## src/rtl/mem_arbiter.sv

```systemverilog
// mem_arbiter: shares one external memory bus between the instruction-fetch
// port (ifu) and the load/store port (lsu). One transaction is in flight at a
// time. The response is routed only to the requester that was granted. A
// watchdog completes transactions that the bus never answers.
//
// Parameters
//   LSU_PRIORITY  1: lsu wins a simultaneous request; 0: round-robin
//   TIMEOUT       cycles allowed in WAIT before forced completion (0 = off)
//   ERR_RDATA     read data returned on a timed-out transaction
//
// Ports
//   clock, reset                  clock, asynchronous active-high reset
//   ifu_reqValid/ifu_addr         fetch request (word read)
//   ifu_respValid/ifu_rdata       fetch completion (combinational) and data
//   lsu_req*/lsu_addr/size/wen/wdata/wmask   load/store request
//   lsu_respValid/lsu_rdata       load/store completion (combinational) and data
//   bus_reqValid + bus_* fields   registered request to memory
//   bus_respValid/bus_rdata       memory completion and read data
//   err                           sticky timeout flag
module mem_arbiter #(
   parameter bit          LSU_PRIORITY = 1'b1,
   parameter int unsigned TIMEOUT      = 255,
   parameter logic [31:0] ERR_RDATA    = 32'h0
) (
   input  logic        clock,
   input  logic        reset,
   input  logic        ifu_reqValid,
   input  logic [31:0] ifu_addr,
   output logic        ifu_respValid,
   output logic [31:0] ifu_rdata,
   input  logic        lsu_reqValid,
   input  logic [31:0] lsu_addr,
   input  logic [1:0]  lsu_size,
   input  logic        lsu_wen,
   input  logic [31:0] lsu_wdata,
   input  logic [3:0]  lsu_wmask,
   output logic        lsu_respValid,
   output logic [31:0] lsu_rdata,
   output logic        bus_reqValid,
   output logic [31:0] bus_addr,
   output logic [1:0]  bus_size,
   output logic        bus_wen,
   output logic [31:0] bus_wdata,
   output logic [3:0]  bus_wmask,
   input  logic        bus_respValid,
   input  logic [31:0] bus_rdata,
   output logic        err
);

   localparam int unsigned CNT_W = (TIMEOUT > 1) ? $clog2(TIMEOUT) : 1;

   localparam logic [1:0] S_IDLE  = 2'd0;
   localparam logic [1:0] S_ISSUE = 2'd1;
   localparam logic [1:0] S_WAIT  = 2'd2;

   logic [1:0]       state;
   logic [1:0]       state_nxt;
   logic             grant;        // 0 = ifu, 1 = lsu
   logic             last_grant;
   logic [CNT_W-1:0] cnt;
   logic [31:0]      ifu_rdata_q;
   logic [31:0]      lsu_rdata_q;

   logic             accept_c;
   logic             pick_lsu_c;
   logic             done_c;
   logic             timeout_c;
   logic [31:0]      resp_data_c;

   // State register
   always_ff @(posedge clock or posedge reset) begin
      if (reset) begin
         state <= S_IDLE;
      end else begin
         state <= state_nxt;
      end
   end

   // Next state, arbitration and completion decode
   always_comb begin
      state_nxt  = state;
      accept_c   = 1'b0;
      pick_lsu_c = 1'b0;
      done_c     = 1'b0;
      timeout_c  = 1'b0;
      case (state)
         S_IDLE: begin
            if (ifu_reqValid || lsu_reqValid) begin
               accept_c  = 1'b1;
               state_nxt = S_ISSUE;
               if (ifu_reqValid && lsu_reqValid) begin
                  pick_lsu_c = LSU_PRIORITY ? 1'b1 : ~last_grant;
               end else begin
                  pick_lsu_c = lsu_reqValid;
               end
            end
         end
         S_ISSUE: begin
            state_nxt = S_WAIT;
         end
         S_WAIT: begin
            // A real response wins over a watchdog expiry in the same cycle
            if (bus_respValid) begin
               done_c    = 1'b1;
               state_nxt = S_IDLE;
            end else if ((TIMEOUT != 0) && (cnt == CNT_W'(TIMEOUT - 1))) begin
               done_c    = 1'b1;
               timeout_c = 1'b1;
               state_nxt = S_IDLE;
            end
         end
         default: begin
            state_nxt = S_IDLE;
         end
      endcase
   end

   assign resp_data_c   = bus_respValid ? bus_rdata : ERR_RDATA;
   assign ifu_respValid = done_c & ~grant;
   assign lsu_respValid = done_c & grant;
   assign ifu_rdata     = ifu_respValid ? resp_data_c : ifu_rdata_q;
   assign lsu_rdata     = lsu_respValid ? resp_data_c : lsu_rdata_q;

   // Request capture, bus strobe, watchdog, fairness and error tracking
   always_ff @(posedge clock or posedge reset) begin
      if (reset) begin
         grant        <= 1'b0;
         last_grant   <= 1'b0;
         cnt          <= '0;
         err          <= 1'b0;
         bus_reqValid <= 1'b0;
         bus_addr     <= '0;
         bus_size     <= '0;
         bus_wen      <= 1'b0;
         bus_wdata    <= '0;
         bus_wmask    <= '0;
         ifu_rdata_q  <= '0;
         lsu_rdata_q  <= '0;
      end else begin
         // Accept happens only in IDLE, so the strobe is high exactly in ISSUE
         bus_reqValid <= accept_c;
         if (accept_c) begin
            grant <= pick_lsu_c;
            if (pick_lsu_c) begin
               bus_addr  <= lsu_addr;
               bus_size  <= lsu_size;
               bus_wen   <= lsu_wen;
               bus_wdata <= lsu_wdata;
               bus_wmask <= lsu_wmask;
            end else begin
               bus_addr  <= ifu_addr;
               bus_size  <= 2'b10;
               bus_wen   <= 1'b0;
               bus_wdata <= '0;
               bus_wmask <= '0;
            end
         end
         if (state == S_ISSUE) begin
            cnt <= '0;
         end else if (state == S_WAIT) begin
            cnt <= cnt + 1'b1;
         end
         // Timed-out transactions still count as served for round-robin
         if (done_c) begin
            last_grant <= grant;
         end
         if (timeout_c) begin
            err <= 1'b1;
         end
         if (ifu_respValid) begin
            ifu_rdata_q <= resp_data_c;
         end
         if (lsu_respValid) begin
            lsu_rdata_q <= resp_data_c;
         end
      end
   end

endmodule

```

## config.mk

```make
export PLATFORM = sky130hd
export DESIGN_NAME = mem_arbiter
export DESIGN_NICKNAME = d
export VERILOG_FILES = /design/src/rtl/mem_arbiter.sv
export SDC_FILE = /design/constraint.sdc
export NUM_CORES = 1
export LEC_CHECK = 0
export CORE_MARGIN = 1
export CORE_UTILIZATION = 35
export CTS_CLUSTER_DIAMETER = 100
export DETAILED_ROUTE_END_ITERATION = 6
export HOLD_SLACK_MARGIN = 0.02
export PLACE_DENSITY_LB_ADDON = 0.3
export SYNTH_ARGS = -nofsm -noshare
export SYNTH_HDL_FRONTEND = slang
export SYNTH_SLANG_ARGS = --single-unit
```

## constraint.sdc

```tcl
create_clock -name clock -period 5.8 [get_ports clock]
set_input_delay 1.74 -clock clock [delete_from_list [all_inputs] [get_ports clock]]
set_output_delay 1.74 -clock clock [all_outputs]
set_load 0.005 [all_outputs]
```

==> impl_metrics.tcl <==
set metrics [dict create \
    path_common_cell "clkdlybuf4s50_1" \
    final-hold-violation-count 0 \
    finalNetCount 976 \
    status "completed" \
    fin_crit_sh 0.933 \
    max_freq_mhz 185 \
    syn-num-nets 711 \
    cts-resized-gates 0 \
    worstHoldPathType "register to register" \
    grt-busiest-layer "met2" \
    worst_slew_pin_slew_ns 1.14 \
    cts_setup_buffers 0 \
    drt-initial-drc-count 230 \
    grt-ovfl-total 0 \
    ys_async_sr_fraction 1.00 \
    antenna_found_initial 1 \
    r2r_start "cnt[0]" \
    arrival_ns 3.67 \
    critical_path_class "primary input to output pin" \
    chipWidth_um 137 \
    critPathSlowestCell "clkdlybuf4s50_1" \
    portBuffers 278 \
    reg2regPathDepth 6 \
    cts_sinks 148 \
    use_met3 0.0759 \
    synth_edf_count 0 \
    placed_area_sq_um 9370 \
    clock_path_buffers 2 \
    syn_area_per_cell_sq_um 11.3 \
    syn_area_sq_um 6380 \
    startpoint_type "primary input" \
    place_ws_ns 0.418 \
    finalCriticalPeriod_ns 5.41 \
    setup_violations 0 \
    rrSetupSlack_ns 3.84 \
    drv_slew 0 \
    rr_endpoint "lsu_rdata_q[6]" \
    final_area_sq_um 9970 \
    routed_wirelength_um 18200 \
    synth_seq_cells 148 \
    slew_headroom 0.235 \
    p_per_area_nw_per_um2 489 \
    hold_ws_ns 0.476 \
    worstPathRequired_ns 4.06 \
    grt_max_degree 94 \
    start_util 0.364 \
    globalplace.congestion 0.744 \
    path_cells "clkdlybuf4s50_1 > o21bai_4 > buf_12 > o21ai_0 > clkdlybuf4s50_1" \
    clkTransAtPathRegs_ns 0.06 \
    grt_pass1_wl_um 29200 \
    fin_total_pwr_mw 4.88 \
    grt_pass1_vias 5532 \
    num_vias 5465 \
    maxCapViolations 0 \
    root_buffer "clkbuf_16" \
    hold_buffers 0 \
    rsz0062_at_grt "no" \
    fin_ws_ns 0.390 \
    leakage_nw 4.58 \
    crit_fanout 29 \
    crit_start "bus_respValid" \
    coreArea_sq_um 17500 \
    critPathCaptureType "output pin" \
    fin_setup_tns_ns 0 \
    grt_use_total 0.201 \
    htreeDepth 4 \
    use_met2 0.313 \
    antenna_cells 0 \
    yosys_most_used_dff "dfrtp_1" \
    synth_cells 565 \
    cpPeakStageDelay_ns 0.57 \
    hpwl_um 12400 \
    vdd_ir_drop_max_uv 251 \
    yosysWarnings 0 \
    fillers 1481 \
    insertion_delay_ns 0.42 \
    ant_nets 0 \
    area_growth_pct 56.4 \
    firstDrtPassIters 4 \
    gr-usage-met1 0.259 \
    yosysSeqAreaShare 0.581 \
    rows 48 \
    endpoint "lsu_rdata[27]" \
    dieArea_sq_um 18800 \
    cts_tree "built" \
    yosysUniqueCellTypes 39 \
    ios 279 \
    fp.dieH_um 137 \
    fin_worst_skew_ns 0.00937 \
    via_per_inst 5.12 \
    drt-wirelength-per-cell_um 17.0 \
    drive_gt1_frac 0.0593 \
    cts_buffers 17 \
    route.detailed.drc 0 \
]
==> report_power, final <==
part           switching, mW  leakage, nW  internal, mW
Clock                  0.451        0.275         0.661
Sequential             0.254         1.65          1.46
Combinational          0.819         2.65          1.23
Total                   1.52         4.58          3.35
==> registers in the layout, indices dropped and copies added, names as in the netlist <==
register,cells
bus_addr,32
bus_wdata,32
ifu_rdata_q,32
lsu_rdata_q,32
cnt,8
bus_wmask,4
bus_size,2
state,2
bus_reqValid,1
bus_wen,1
err,1
grant,1
==> cell usage in the layout (no fill, tap or decap), drive strengths merged, types with 4 or more instances in the layout <==
cell / instances
nand2b: 4
dfrtp: 148
nand2: 9
clkinvlp: 6
clkbuf: 19
inv: 75
nor2b: 4
buf: 13
a22o: 96
a21oi: 5
ha: 6
clkdlybuf4s50: 278
o21ai: 74
a22oi: 64
==> how the worst min path moves through the flow <==
stage	cells past startpoint	end	startpoint	slack [ns]
6_report	2	err	err	0.48
3_3_place_gp	2	err	err	0.47
5_1_grt	1	bus_addr[15]	bus_addr[15]	0.52
3_5_place_dp	2	err	err	0.47
4_1_cts	2	err	err	0.49
2_1_floorplan	2	err	err	0.46
==> metal layers <==
layer | vias up | share of wire
met1 | 2605 | 0.43
met5 | - | 0.00072
li1 | 2610 | -
met2 | 227 | 0.46
met3 | 21 | 0.094
met4 | 2 | 0.011
==> area by class of cell <==
cell class / count / area, sq um / area share
Clock buffer: 19 / 453 / 0.0454
Timing Repair Buffer: 291 / 2920 / 0.293
Inverter: 72 / 275 / 0.0276
Sequential cell: 148 / 3700 / 0.371
Clock inverter: 13 / 149 / 0.0149
Tap cell: 225 / 282 / 0.0282
Multi-Input combinational cell: 300 / 2190 / 0.220
==> worst max-delay path: cells and delay by family <==
kind / cells / cell delay (ns)
compound gates: 2 / 0.63
buf+inv: 3 / 1.27
==> per-stage QoR <==
step,std cells,utilization
after global placement,1036,0.534
final,1068,0.568
after CTS,1068,0.568
after detailed placement,1036,0.534
after global routing,1068,0.568
after floorplan,565,-
==> synthesized netlist by cell type, drive strengths merged, types with 2 or more instances <==
library cell	count	area [sq um]
or4b	2	20.0
o31ai	3	22.5
a31oi	3	18.8
a22oi	64	480
nor2b	4	25.0
nand4	2	27.5
a21oi	5	25.0
or3	2	12.5
nor2	2	7.51
nand3b	3	22.5
nand3	3	15.0
o22ai	3	18.8
ha	6	75.1
nand2b	4	25.0
clkbuf	18	67.6
a22o	96	841
dfrtp	148	3700
and2	2	12.5
o21ai	74	374
o311ai	2	17.5
inv	72	270
buf	27	163
nor4bb	2	20.0
nand2	9	33.8
==> logic make-up after synthesis <==
logic type               after synthesis  synth area share
flip-flops                           148             0.581
AO/OA/AOI/OAI                        252             0.285
buffers and inverters                117            0.0785
adder cells (fa/ha/maj)                6            0.0118
XOR/XNOR                               1           0.00137
multiplexers                           1           0.00157
AND/OR/NAND/NOR                       40            0.0408
Power figures use the tool's default switching activity.
